--- src/rtl/redstone_tick_sequencer_pkg.sv ---
// Shared types and board defaults for the redstone tick sequencer.
package redstone_pkg;

  // Host-selected execution mode; encoding 3 is reserved and behaves as STOP.
  typedef enum logic [1:0] {
    MODE_STOP = 2'd0,
    MODE_RUN  = 2'd1,
    MODE_STEP = 2'd2
  } mode_e;

  // Sequencer FSM states.
  typedef enum logic [1:0] {
    SEQ_IDLE  = 2'd0,
    SEQ_SETUP = 2'd1,
    SEQ_HIGH  = 2'd2,
    SEQ_LOW   = 2'd3
  } seq_state_e;

  // 10 Hz redstone tick with 50% duty on a 50 MHz board.
  localparam int unsigned DEF_PERIOD   = 5000000;
  localparam int unsigned DEF_HIGH_CYC = 2500000;
  localparam int unsigned DEF_NUM_IO   = 10;
  localparam int unsigned DEF_CNT_W    = 32;

  // Width of the phase timer; never narrower than one bit.
  function automatic int unsigned timer_width(input int unsigned period);
    return (period > 2) ? $clog2(period) : 1;
  endfunction

endpackage

--- src/rtl/redstone_tick_sequencer_if.sv ---
// Host/netlist-facing bundle of the tick sequencer.
interface redstone_tick_sequencer_if
  import redstone_pkg::*;
#(
  parameter int unsigned NUM_IO = DEF_NUM_IO,
  parameter int unsigned CNT_W  = DEF_CNT_W
);
  logic [1:0]        i_mode;
  logic              i_step_req;
  logic [15:0]       i_step_n;
  logic [NUM_IO-1:0] i_inputs;
  logic [NUM_IO-1:0] o_inputs;
  logic [NUM_IO-1:0] i_outputs;
  logic [NUM_IO-1:0] o_outputs;
  logic              o_tick;
  logic              o_busy;
  logic              o_done;
  logic [CNT_W-1:0]  o_tick_count;

  // Host / environment side.
  modport master (
    output i_mode, i_step_req, i_step_n, i_inputs, i_outputs,
    input  o_inputs, o_outputs, o_tick, o_busy, o_done, o_tick_count
  );

  // Sequencer side.
  modport slave (
    input  i_mode, i_step_req, i_step_n, i_inputs, i_outputs,
    output o_inputs, o_outputs, o_tick, o_busy, o_done, o_tick_count
  );
endinterface

--- src/rtl/redstone_tick_sequencer_tick_timer.sv ---
// Loadable down-counter that times the HIGH and LOW phases of a tick.
module tick_timer #(
  parameter int unsigned W = 3
) (
  input  logic         clk,
  input  logic         rst_n,
  input  logic         load,
  input  logic [W-1:0] load_val,
  output logic         zero
);
  logic [W-1:0] cnt;

  // Reload on phase entry, otherwise count down and hold at zero.
  always_ff @(posedge clk or negedge rst_n) begin
    if (!rst_n) begin
      cnt <= '0;
    end else if (load) begin
      cnt <= load_val;
    end else if (cnt != '0) begin
      cnt <= cnt - W'(1);
    end
  end

  assign zero = (cnt == '0);
endmodule

--- src/rtl/redstone_tick_sequencer.sv ---
// Generates the slow redstone tick from the system clock, with free-run,
// stop and N-step bursts, and latches netlist inputs/outputs around it.
module redstone_tick_sequencer
  import redstone_pkg::*;
#(
  // PERIOD must be at least HIGH_CYC+2 and HIGH_CYC at least 1.
  parameter int unsigned PERIOD   = DEF_PERIOD,
  parameter int unsigned HIGH_CYC = DEF_HIGH_CYC,
  parameter int unsigned NUM_IO   = DEF_NUM_IO,
  parameter int unsigned CNT_W    = DEF_CNT_W
) (
  input logic                      i_clk,
  input logic                      i_rst_n,
  redstone_tick_sequencer_if.slave bus
);
  localparam int unsigned TMR_W = timer_width(PERIOD);
  // Timer counts load_val..0, so each phase loads its length minus one.
  localparam logic [TMR_W-1:0] HIGH_LOAD = TMR_W'(HIGH_CYC - 1);
  localparam logic [TMR_W-1:0] LOW_LOAD  = TMR_W'(PERIOD - HIGH_CYC - 2);

  localparam logic [1:0] ST_IDLE  = SEQ_IDLE;
  localparam logic [1:0] ST_SETUP = SEQ_SETUP;
  localparam logic [1:0] ST_HIGH  = SEQ_HIGH;
  localparam logic [1:0] ST_LOW   = SEQ_LOW;

  localparam logic [1:0] M_RUN  = MODE_RUN;
  localparam logic [1:0] M_STEP = MODE_STEP;

  logic [1:0]        state;
  logic              tick_q;
  logic              done_q;
  logic              in_burst;
  logic [15:0]       steps_left;
  logic [CNT_W-1:0]  count_q;
  logic [NUM_IO-1:0] inputs_q;
  logic [NUM_IO-1:0] outputs_q;

  logic              timer_load;
  logic [TMR_W-1:0]  timer_val;
  logic              timer_zero;
  logic              last_low;

  tick_timer #(.W(TMR_W)) u_timer (
    .clk      (i_clk),
    .rst_n    (i_rst_n),
    .load     (timer_load),
    .load_val (timer_val),
    .zero     (timer_zero)
  );

  // Reload the timer on entry to HIGH (from SETUP) and to LOW (from HIGH).
  always_comb begin
    timer_load = (state == ST_SETUP) || ((state == ST_HIGH) && timer_zero);
    timer_val  = (state == ST_SETUP) ? HIGH_LOAD : LOW_LOAD;
    last_low   = (state == ST_LOW) && timer_zero;
  end

  // Sequencer FSM: mode is only sampled in IDLE and in the last LOW cycle,
  // so a tick is never truncated by a mode change.
  always_ff @(posedge i_clk or negedge i_rst_n) begin
    if (!i_rst_n) begin
      state      <= ST_IDLE;
      tick_q     <= 1'b0;
      done_q     <= 1'b0;
      in_burst   <= 1'b0;
      steps_left <= '0;
      count_q    <= '0;
    end else begin
      done_q <= 1'b0;
      case (state)
        ST_IDLE: begin
          if (bus.i_mode == M_RUN) begin
            state    <= ST_SETUP;
            in_burst <= 1'b0;
          end else if ((bus.i_mode == M_STEP) && bus.i_step_req) begin
            steps_left <= bus.i_step_n;
            if (bus.i_step_n == '0) begin
              done_q <= 1'b1;
            end else begin
              state    <= ST_SETUP;
              in_burst <= 1'b1;
            end
          end
        end
        ST_SETUP: begin
          state   <= ST_HIGH;
          tick_q  <= 1'b1;
          count_q <= count_q + CNT_W'(1);
        end
        ST_HIGH: begin
          if (timer_zero) begin
            state  <= ST_LOW;
            tick_q <= 1'b0;
          end
        end
        ST_LOW: begin
          if (timer_zero) begin
            if (bus.i_mode == M_RUN) begin
              // A STEP burst switched to RUN is abandoned silently.
              state    <= ST_SETUP;
              in_burst <= 1'b0;
            end else if ((bus.i_mode == M_STEP) && in_burst) begin
              steps_left <= steps_left - 16'd1;
              if (steps_left == 16'd1) begin
                done_q   <= 1'b1;
                state    <= ST_IDLE;
                in_burst <= 1'b0;
              end else begin
                state <= ST_SETUP;
              end
            end else begin
              // STOP, reserved, or STEP entered from RUN: finish quietly.
              state    <= ST_IDLE;
              in_burst <= 1'b0;
            end
          end
        end
        default: state <= ST_IDLE;
      endcase
    end
  end

  // Netlist I/O latches: inputs change only as tick rises, outputs are
  // captured once the netlist has settled at the end of the low phase.
  always_ff @(posedge i_clk or negedge i_rst_n) begin
    if (!i_rst_n) begin
      inputs_q  <= '0;
      outputs_q <= '0;
    end else begin
      if (state == ST_SETUP) inputs_q  <= bus.i_inputs;
      if (last_low)          outputs_q <= bus.i_outputs;
    end
  end

  assign bus.o_tick       = tick_q;
  assign bus.o_busy       = (state != ST_IDLE);
  assign bus.o_done       = done_q;
  assign bus.o_tick_count = count_q;
  assign bus.o_inputs     = inputs_q;
  assign bus.o_outputs    = outputs_q;
endmodule

--- src/flat_wrapper.sv ---
// flat-port wrapper written by rule: the top's interface ports become plain ports
module redstone_tick_sequencer_flat import redstone_pkg::*;
#(
                                                                
  parameter int unsigned PERIOD   = DEF_PERIOD,
  parameter int unsigned HIGH_CYC = DEF_HIGH_CYC,
  parameter int unsigned NUM_IO   = DEF_NUM_IO,
  parameter int unsigned CNT_W    = DEF_CNT_W
)
  (i_clk, i_rst_n, bus_i_mode, bus_i_step_req, bus_i_step_n, bus_i_inputs, bus_i_outputs, bus_o_inputs, bus_o_outputs, bus_o_tick, bus_o_busy, bus_o_done, bus_o_tick_count);
  redstone_tick_sequencer_if #(.NUM_IO(NUM_IO), .CNT_W(CNT_W)) bus_i ();
  input logic i_clk;
  input logic i_rst_n;
  input wire logic [$bits(bus_i.i_mode)-1:0] bus_i_mode;
  input wire logic [$bits(bus_i.i_step_req)-1:0] bus_i_step_req;
  input wire logic [$bits(bus_i.i_step_n)-1:0] bus_i_step_n;
  input wire logic [$bits(bus_i.i_inputs)-1:0] bus_i_inputs;
  input wire logic [$bits(bus_i.i_outputs)-1:0] bus_i_outputs;
  output wire logic [$bits(bus_i.o_inputs)-1:0] bus_o_inputs;
  output wire logic [$bits(bus_i.o_outputs)-1:0] bus_o_outputs;
  output wire logic [$bits(bus_i.o_tick)-1:0] bus_o_tick;
  output wire logic [$bits(bus_i.o_busy)-1:0] bus_o_busy;
  output wire logic [$bits(bus_i.o_done)-1:0] bus_o_done;
  output wire logic [$bits(bus_i.o_tick_count)-1:0] bus_o_tick_count;
  assign bus_i.i_mode = bus_i_mode;
  assign bus_i.i_step_req = bus_i_step_req;
  assign bus_i.i_step_n = bus_i_step_n;
  assign bus_i.i_inputs = bus_i_inputs;
  assign bus_i.i_outputs = bus_i_outputs;
  assign bus_o_inputs = bus_i.o_inputs;
  assign bus_o_outputs = bus_i.o_outputs;
  assign bus_o_tick = bus_i.o_tick;
  assign bus_o_busy = bus_i.o_busy;
  assign bus_o_done = bus_i.o_done;
  assign bus_o_tick_count = bus_i.o_tick_count;
  redstone_tick_sequencer #(.PERIOD(PERIOD), .HIGH_CYC(HIGH_CYC), .NUM_IO(NUM_IO), .CNT_W(CNT_W)) u_core (.i_clk(i_clk), .i_rst_n(i_rst_n), .bus(bus_i));
endmodule
--- config.mk ---
export PLATFORM = sky130hd
export DESIGN_NAME = redstone_tick_sequencer_flat
export DESIGN_NICKNAME = d
export VERILOG_FILES = /design/src/rtl/redstone_tick_sequencer_pkg.sv /design/src/rtl/redstone_tick_sequencer_if.sv /design/src/rtl/redstone_tick_sequencer_tick_timer.sv /design/src/rtl/redstone_tick_sequencer.sv /design/src/flat_wrapper.sv
export SDC_FILE = /design/constraint.sdc
export NUM_CORES = 1
export LEC_CHECK = 0
export CORE_UTILIZATION = 46
export CTS_BUF_LIST = sky130_fd_sc_hd__clkbuf_8
export DETAILED_ROUTE_END_ITERATION = 7
export GPL_ROUTABILITY_DRIVEN = 0
export PLACE_DENSITY = 0.82
export SLEW_MARGIN = 10
export SYNTH_ARGS = -nofsm -noshare
export SYNTH_HDL_FRONTEND = slang
export SYNTH_HIERARCHICAL = 1
export SYNTH_SLANG_ARGS = --single-unit
--- constraint.sdc ---
create_clock -name i_clk -period 3.2 [get_ports i_clk]
set_clock_uncertainty 0.05 [all_clocks]
set_input_delay 0.64 -clock i_clk [delete_from_list [all_inputs] [get_ports i_clk]]
set_output_delay 0.64 -clock i_clk [all_outputs]
set_load 0.02 [all_outputs]
* Word-level counts from Yosys, hierarchy flattened
Cells that the tools add are included.
** Storage, ports and cells
- Bits in registers :: 96
- Bits of input ports :: 41
- Output and inout bits :: 55
- Word-level logic and storage cells :: 80
** Cells by class
- Add/subtract/negate cells :: 3
- Equal/unequal tests :: 15
- Multiplexer cells :: 36
- Reduce and logical (&&, ||, !) cells :: 17
** Operators by type and width (number)
- $mux W16 :: 5
- $mux W23 :: 2
- $add A32 B1 Y32 const B :: 1
- $pmux W16 S2 :: 1
- $logic_not A23 Y1 :: 1
- $reduce_bool A23 Y1 :: 1
- $sub A23 B1 Y23 const B :: 1
- $mux W1 :: 18
- $eq A16 B1 Y1 const B :: 1
- $logic_not A16 Y1 :: 1
- $sub A16 B1 Y16 const B :: 1
- $mux W2 :: 6
- $pmux W2 S4 :: 1
- $reduce_bool A2 Y1 :: 4
- $eq A2 B2 Y1 const B :: 3
- $ne A2 B1 Y1 const B :: 3
- $ne A2 B2 Y1 const B :: 3
- $pmux W1 S2 :: 3
- $reduce_and A6 Y1 :: 1
- $reduce_and A5 Y1 :: 1
- $eq A2 B1 Y1 const B :: 2
- $logic_and A1 B1 Y1 :: 4
- $ne A4 B4 Y1 const B :: 1
- $reduce_and A4 Y1 :: 1
- other kinds (5) :: 5

* Depth between registers and ports, before layout
Gate-level depths: netlist of run 1.
- Depth in word-level cells :: 6
- Mapped depth :: 11
- Depth with buffers taken out :: 9

* Cells and area by module
Netlist of run 1, hierarchy kept.
** By module, submodules not included
- redstone_tick_sequencer :: times used 1, cells an instance 351, area an instance 3698.5 um2, sequential area each 1826.8 um2
- tick_timer :: times used 1, cells an instance 162, area an instance 1395.1 um2, sequential area each 575.6 um2

* Least setup slack after synthesis of run 1
Ideal clock, no wire load.
- Kind :: flip-flop to flip-flop
- From :: register u_core.u_timer.cnt[7]
- To :: register u_core.steps_left[9]
- Library setup time :: 0.124 ns
- Arrival time :: 2.446 ns
- Data required time :: 3.026 ns
- Slack :: 0.580 ns
- Cell stages (with the launch flop) :: 9
- Path buffers :: 3
- Clock period less this slack :: 2.620 ns
- Path through :: dfrtp_1 or4_1 buf_2 nor4_1 buf_2 a21boi_1 or4_4 buf_6 a211o_1
** Between the ends
- Longest elaborated chain between the ends :: 3
** RTL lines
- start: declaration :: RTL line redstone_tick_sequencer_tick_timer.sv:11 : logic [W-1:0] cnt;
- start signal: assignment :: RTL line redstone_tick_sequencer_tick_timer.sv:18 : cnt <= load_val;
- start signal: assignment :: RTL line redstone_tick_sequencer_tick_timer.sv:20 : cnt <= cnt - W'(1);
- $logic_not A23 Y1 :: RTL line redstone_tick_sequencer_tick_timer.sv:24 : assign zero = (cnt == '0);
- net u_core.timer_zero :: RTL line redstone_tick_sequencer.sv:40 : logic timer_zero;
- $ne A2 B1 Y1 (no source line)
- $reduce_and A6 Y1 (no source line)
- end signal: assignment :: RTL line redstone_tick_sequencer.sv:76 : steps_left <= bus.i_step_n;
- end signal: assignment :: RTL line redstone_tick_sequencer.sv:103 : steps_left <= steps_left - 16'd1;
- end: declaration :: RTL line redstone_tick_sequencer.sv:33 : logic [15:0] steps_left;
The timed path passes the listed nets, and every way through them passes these cells.
A chain may end at the register's enable or synchronous reset.

* Final worst setup path of run 1
- From :: register u_core.u_timer.cnt[7]
- To :: register u_core.u_timer.cnt[21]
** Between the ends
- Longest elaborated chain between the ends :: 4
- Elaborated cells between the ends (all ways) :: 8
- Those cells by class :: 1 x add/sub; 2 x mux; 5 x reduce/logical
** RTL lines
- $logic_not A23 Y1 (*) :: RTL line redstone_tick_sequencer_tick_timer.sv:24
- net u_core.timer_zero :: RTL line redstone_tick_sequencer.sv:40
- $logic_and A1 B1 Y1 (*) :: RTL line redstone_tick_sequencer.sv:53 : timer_load = (state == ST_SETUP) || ((state == ST_HIGH) && timer_zero);
- $logic_or A1 B1 Y1 (*) :: RTL line redstone_tick_sequencer.sv:53
- net u_core.timer_load :: RTL line redstone_tick_sequencer.sv:38 : logic timer_load;
- $mux W23 or $reduce_bool A2 Y1 (tied branches)
The timed path passes the listed nets; every way through them passes the cells marked *. The select of a mux whose other input is x is not followed.

==> summary.md, run 1 <==
| Metric | Value |
|---|---|
| CP cell instances | `or4_1 > nor4_1 > buf_4 > a21o_1 > clkinv_1 > o21ai_1 > o311ai_0` |
| Drt drc | `0` |
| Post-DP HPWL | `8602 um` |
| Yosys reg bits | `96` |
| Fillers | `938` |
| Routed vias | `4286` |
| Crit path required time | `3360 ps` |
| Global-route wire length before repair | `19490 um` |
| DR iter-0 viols | `200` |
| # nets final | `680` |
| Top delay family on crit path | `simple AND/OR/NAND/NOR gates` |
| Status | `finished clean` |
| EDFF count, synth | `0` |
| Worst path max stage delay | `660 ps` |
| Top post-synthesis cells by area | `dfrtp_1 (47%), mux2_2 (5.1%), xnor2_1 (4.8%)` |
| Post-synthesis adder-cell area fraction | `2.456%` |
| Starting Density | `47.19%` |
| Clock slew at reported path FFs | `100 ps` |
| PostCTS Resize Cnt | `0` |
| Port Buffers | `95` |
| Area growth syn-to-layout | `26.92%` |
| Die area | `0.01150 sq mm` |
| Final slew viol count | `0` |
| GR Util All Layers | `21.21%` |
| Synth Flop Type | `dfrtp_1` |
| Final period utilization | `93.55%` |
| Via density | `5.537` |
| Post-synth top area cell | `dfrtp_1` |
| Leakage power | `2.635 nW` |
| Area fraction in compound gates after synthesis | `12.21%` |
| VDD IR max | `0.0004545 V` |
| Worst setup margin | `206.4 ps` |
| Die height | `107.2 um` |
| Grt ovf | `0` |
| CTS tree | `done` |
| Worst setup SP type | `register` |
| FF/Latch Area | `0.002402 sq mm` |
| Syn Inst Count | `513` |
| Syn avg cell area | `9.929 sq um` |
| Post-synth top cells | `dfrtp_1 (96), nand2_1 (54), nor2_1 (39), o21ai_0 (33), xnor2_1 (28)` |
| CTS Sinks | `96` |
| Crit path max fanout | `10` |
| Worst hold path class | `in -> async` |
| Htree depth | `3` |
| Routed len/inst | `15.16 um` |
| Simple-Gate Fraction of Synth Area | `21.42%` |
| Largest family of logic cells by synthesized area | `simple AND/OR/NAND/NOR gates` |
| Sequential area share after synthesis | `47.16%` |
| # IOs | `96` |
| Final Power | `4.886 mW` |
| Setup TNS | `0 ps` |
| Worst-margin pin slew | `737.4 ps` |
| Layout cells sized above 1 | `11.04%` |
| Worst-Skew Late Latency | `370 ps` |
| Fmax | `334.0 MHz` |
| Post-synthesis mux area share | `5.478%` |
| Synth Area in XOR/XNOR | `7.910%` |
| # setup viols final | `0` |
| CP endpoint kind | `register` |
| P per Cell Area | `755.7 mW/mm^2` |
| CP bufs+invs | `2` |
| Finished Cell Area | `0.006465 sq mm` |
| Share of the synthesized area in the top cell type | `47.16%` |
| Buffers inserted by post-CTS timing repair | `0` |
| Clock buffer depth | `2` |
| Most common cell in the netlist | `dfrtp_1` |
| Final Hold Fails | `0` |
| Core area | `0.01079 sq mm` |
| Async S/R FF share, synth | `100.0%` |
| Worst Path Arrival | `3150 ps` |
| Cell variety after synth | `59` |
| Min Tclk post-route | `2994 ps` |
| FP Rows | `38` |
| DP Worst Slack | `273.7 ps` |
| Routed Antenna Nets | `0` |
| Crit-path slowest cell | `or4_1` |
| Post-place instance area | `0.006272 sq mm` |
| CP Class | `reg -> reg` |
| Vias in the first global route | `4264` |
| Die width | `107.2 um` |
| Cell Area, Synth | `0.005094 sq mm` |
| Ant. Diodes | `0` |
| Multi-input logic area | `0.002603 sq mm` |
| CTS buffer count | `9` |
| Synth warn | `6` |
| Largest net degree at the start of global routing | `54` |
| Min Hold Slack | `241.2 ps` |
| Clock Tree Root | `clkbuf_8` |
| DR pass1 iterations | `7` |
| Initial antenna violation count | `0` |
| Hold_buf cts | `0` |
| RSZ-0062 raised after global routing | `no` |
| Relative slew slack | `50.51%` |
| Post-Route WL | `11730 um` |
| Max_cap viols | `0` |
-- layer usage --
layer,global-route usage (%),wire length [um]
met3,4.377,655
met5,0,0
met1,25.32,4792
met4,7.143,176
met2,37.83,6106
-- worst register-to-register path: cells and delay by family, from the launching register on --
kind	cells	cell delay, ps
AOI/OAI and AO/OA	3	900
buffers and inverters	2	450
DFF	1	400
and+or+nand+nor	2	1030
-- cell type report --
type                       count  area share, %
clock inverter                 7          1.064
inverter                      19          1.103
clock buffer                   9          1.916
multi-input combinational    400          40.26
tap                          140          2.710
timing repair buffer         103          15.79
sequential                    96          37.16
-- through the flow --
step           util [%]  cells
2_1_floorplan         -    533
3_3_place_gp      58.12    758
3_5_place_dp      58.12    758
4_1_cts           59.90    774
5_1_grt           59.90    774
6_report          59.90    774
-- power breakdown --
part	internal [mW]	switching (mW)
combinational	0.951	1.15
clock	0.308	0.485
sequential	1.59	0.402
-- registers in the layout (all words and copies together), names as in the netlist --
signal	cells
u_core/state	2
u_core/bus.o_outputs	10
u_core/u_timer/cnt	23
u_core/steps_left	16
u_core/in_burst	1
u_core/bus.o_done	1
u_core/bus.o_tick_count	32
u_core/bus.o_inputs	10
u_core/bus.o_tick	1
-- cell families after synthesis --
logic type / after synthesis
fa+ha+maj: 10
simple gates: 198
mux: 25
xor+xnor: 46
other cells: 2
flops: 96
buf+inv: 37
compound gates: 99
-- layout by cell type (no fill, tap or decap), drive strengths merged, types with 2 or more instances in the layout --
cell type | synthesis | final
nor4 | 17 | 17
nand4 | 15 | 15
nor2 | 39 | 39
nand2 | 55 | 55
clkdlybuf4s50 | 0 | 94
inv | 18 | 23
or3 | 7 | 7
mux2i | 2 | 2
nand3 | 18 | 18
xnor2 | 28 | 28
clkinv | 1 | 3
a41oi | 4 | 4
nor3 | 18 | 18
buf | 8 | 9
nand3b | 3 | 3
dfrtp | 96 | 96
a21oi | 20 | 20
o311ai | 2 | 2
a211o | 2 | 2
a21boi | 2 | 2
a31oi | 5 | 5
and3 | 4 | 4
o21a | 2 | 2
o22a | 6 | 6
or2 | 3 | 3
o211ai | 2 | 2
conb | 2 | 22
nor2b | 5 | 5
and4 | 2 | 2
a21o | 3 | 3
ha | 10 | 10
xor2 | 18 | 18
o22ai | 6 | 6
o31ai | 4 | 4
clkbuf | 10 | 9
or4 | 6 | 6
o21ai | 36 | 36
mux2 | 23 | 23
nand2b | 2 | 2
-- path summary, 6_finish.rpt --
kind,slack [ps],depth (start not counted),end,start
setup / recovery,210,7,u_core/u_timer/cnt[21],u_core/u_timer/cnt[7]
hold / removal,240,1,u_core/bus.o_inputs[4],i_rst_n
setup reg to reg,210,7,u_core/u_timer/cnt[21],u_core/u_timer/cnt[7]
hold reg to reg,430,1,u_core/bus.o_tick_count[31],u_core/bus.o_tick_count[31]
max in group asynchronous,2160,2,u_core/bus.o_tick_count[6],i_rst_n
min in group i_clk,430,1,u_core/bus.o_tick_count[31],u_core/bus.o_tick_count[31]
Note: power is estimated with default switching activity, not from simulation.
==> run 2, diff against run 1 <==
--- a/config.mk
+++ b/config.mk
@@ -8,8 +8,8 @@
 export CORE_UTILIZATION = 46
 export CTS_BUF_LIST = sky130_fd_sc_hd__clkbuf_8
 export DETAILED_ROUTE_END_ITERATION = 7
-export GPL_ROUTABILITY_DRIVEN = 0
 export PLACE_DENSITY = 0.82
+export SETUP_SLACK_MARGIN = 0.5
 export SLEW_MARGIN = 10
 export SYNTH_ARGS = -nofsm -noshare
 export SYNTH_HDL_FRONTEND = slang
==> run 2 against run 1 <==
Net effect:
- die area unchanged
- utilization grew 0.86 points
- via count grew 1.7%
- first-iteration DRC count down 1.0%
- setup slack better by 380 ps
- cell area is 1.4% higher
- sequential share of layout area is 0.52 points lower
- routed wire length increased by 2.9%
- combinational power up 4%
- critical path type unchanged
- highest routed layer unchanged
==> summary.md, run 2 (synthesis results as in run 1) <==
| Metric | Value |
|---|---|
| P per Cell Area | `759.5 mW/mm^2 (+0.49%)` |
| Worst-margin pin slew | `703.1 ps (-34.21 ps)` |
| Max_cap viols | `0 (unchanged)` |
| FP Rows | `38 (unchanged)` |
| Fmax | `383.0 MHz (+15%)` |
| Relative slew slack | `53.12% (+2.6 points)` |
| Routed vias | `4358 (+1.7%)` |
| Drt drc | `0 (unchanged)` |
| Commonest non-fill, non-tap cell in the layout | `dfrtp_1` |
| Crit path required time | `3410 ps (+50 ps)` |
| Clock slew at reported path FFs | `100 ps (about the same)` |
| Core area | `0.01079 sq mm (unchanged)` |
| GRT busiest layer | `met2` |
| Worst Path Arrival | `2830 ps (-320 ps)` |
| Global-route wire length before repair | `19680 um (+0.95%)` |
| # setup viols final | `0 (unchanged)` |
| Final Wtd Congestion | `0.8560` |
| Most frequent cells in the layout | `dfrtp_1 (96), clkdlybuf4s50_1 (94), nand2_1 (54)` |
| Vias in the first global route | `4281 (+0.40%)` |
| Ant. Diodes | `0 (unchanged)` |
| Area growth syn-to-layout | `28.74%` |
| Grt met1 use | `25.68% (+0.35 points)` |
| Htree depth | `3 (unchanged)` |
| Initial antenna violation count | `0 (unchanged)` |
| Die height | `107.2 um (unchanged)` |
| Grt met3 use | `4.438% (+0.061 points)` |
| Min Tclk post-route | `2611 ps (-382.6 ps)` |
| Setup TNS | `0 ps (unchanged)` |
| Clock Tree Root | `clkbuf_8` |
| CP endpoint kind | `register` |
| Post-Route WL | `12070 um (+2.9%)` |
| Worst-Skew Late Latency | `370 ps (about the same)` |
| Post-DP HPWL | `8602 um (unchanged)` |
| GR Util All Layers | `21.42% (+0.21 points)` |
| Via density | `5.594 (+1.0%)` |
| Leakage power | `2.663 nW (+1.0%)` |
| Routed len/inst | `15.49 um (+2.2%)` |
| CP cell instances | `or2_2 > nor3_2 > nand2_1 > nor4_2 > buf_4 > a21boi_1 > or4_4 > a211o_1` |
| Clock buffer depth | `2 (unchanged)` |
| DR iter-0 viols | `198 (-1.0%)` |
| Crit-path slowest cell | `or4_4` |
| Top delay family on crit path | `simple AND/OR/NAND/NOR gates` |
| DR pass1 iterations | `5 (-2)` |
| Final period utilization | `81.59% (-12 points)` |
| Starting Density | `47.19% (unchanged)` |
| Die width | `107.2 um (unchanged)` |
| Routed Antenna Nets | `0 (unchanged)` |
| VDD IR max | `0.0004531 V (-0.31%)` |
| Met2 Usage GRT | `37.93% (+0.092 points)` |
| CP Class | `reg -> reg` |
| CTS buffer count | `9 (unchanged)` |
| Final Hold Fails | `0 (unchanged)` |
| Status | `finished clean` |
| # IOs | `96 (unchanged)` |
| Final slew viol count | `0 (unchanged)` |
| Layout cells sized above 1 | `13.15% (+2.1 points)` |
| Crit path max fanout | `10 (unchanged)` |
| CP Launch Point | `u_core/u_timer/cnt[9]` |
| Port Buffers | `95 (unchanged)` |
| Worst flop-to-flop path startpoint | `u_core/u_timer/cnt[9]` |
| Final Util | `60.76% (+0.86 points)` |
| CTS tree | `done` |
| Die area | `0.01150 sq mm (unchanged)` |
| Largest net degree at the start of global routing | `54 (unchanged)` |
| Worst path max stage delay | `520 ps (-140 ps)` |
| # nets final | `685 (+0.74%)` |
| RSZ-0062 raised after global routing | `yes` |
| Largest register FFs | `32 (unchanged)` |
| CP bufs+invs | `1 (-1)` |
| Worst setup SP type | `register` |
| CTS Sinks | `96 (unchanged)` |
| Worst hold path class | `in -> async` |
| Grt ovf | `0 (unchanged)` |
-- run 2: changes by cell type in the layout (fill, tap and decap cells not counted), moves of 2 or more --
| cell | delta |
|---|---|
| nor4_1 | -3 |
| ha_1 | -2 |
| or4_4 | +2 |
| nor4_2 | +3 |
| buf_4 | +3 |
| ha_2 | +2 |
-- run 2: final cells by class --
type,instances,area [sq um]
fill,922,4235
multi-input combinational,401,2658
sequential,96,2402
timing repair buffer,107,1055
tap,140,175.2
clock buffer,9,123.9
inverter,19,75.07
clock inverter,7,68.82
-- run 2: metrics by stage --
step / worst slack (ps) / hold slack (ps) / instances / total power [mW] / cell area (sq um)
final: 589.0 / 241.5 / 779 / 4.980 / 6558
after global routing: 459.1 / 320.5 / 779 / 5.303 / 6558
after CTS: 491.1 / 282.7 / 777 / 4.909 / 6501
after detailed placement: 273.7 / 416.8 / 758 / 4.095 / 6272
after global placement: 438.5 / 415.9 / 758 / 3.953 / 6272
after floorplan: 580.5 / 294.4 / 533 / 3.377 / 5169
-- run 2: layer usage --
layer	vias up	part of all wire, %
li1	2069	-
met1	2105	41
met2	161	52
met3	23	5.0
met4	0	1.6
met5	-	0
-- run 2: worst register-to-register path, cell delays in order, from the launching register on --
cell      delay [ps]
dfrtp_1          420
or2_2            350
nor3_2           150
nand2_1           90
nor4_2           290
buf_4            200
a21boi_1         120
or4_4            520
a211o_1          320
-- run 2: final timing paths --
| kind | depth (start not counted) | endpoint | slack, ps |
|---|---|---|---|
| worst max-delay path | 8 | u_core/steps_left[9] | 590 |
| max in group asynchronous | 2 | u_core/bus.o_tick_count[6] | 2160 |
| worst min-delay path | 1 | u_core/bus.o_inputs[4] | 240 |
| min in group i_clk | 1 | u_core/bus.o_tick_count[31] | 430 |
| worst min register to register | 1 | u_core/bus.o_tick_count[31] | 430 |
| worst max register to register | 8 | u_core/steps_left[9] | 590 |
-- run 2: where the power goes --
| part | total (mW) | internal [mW] | switching, mW |
|---|---|---|---|
| Combinational | 2.18 | 0.990 | 1.19 |
| Clock | 0.796 | 0.308 | 0.488 |
| Sequential | 2.00 | 1.59 | 0.413 |
| Total | 4.98 | 2.89 | 2.09 |
-- run 2: timing repair --
item,4_1_cts,5_1_grt
buffers inserted,3,1
hold buffers,0,0
hold endpoints to repair,0,0
endpoints found under the setup margin,25,35
resized for setup,3,9
pin swaps,1,1
cloned,0,1
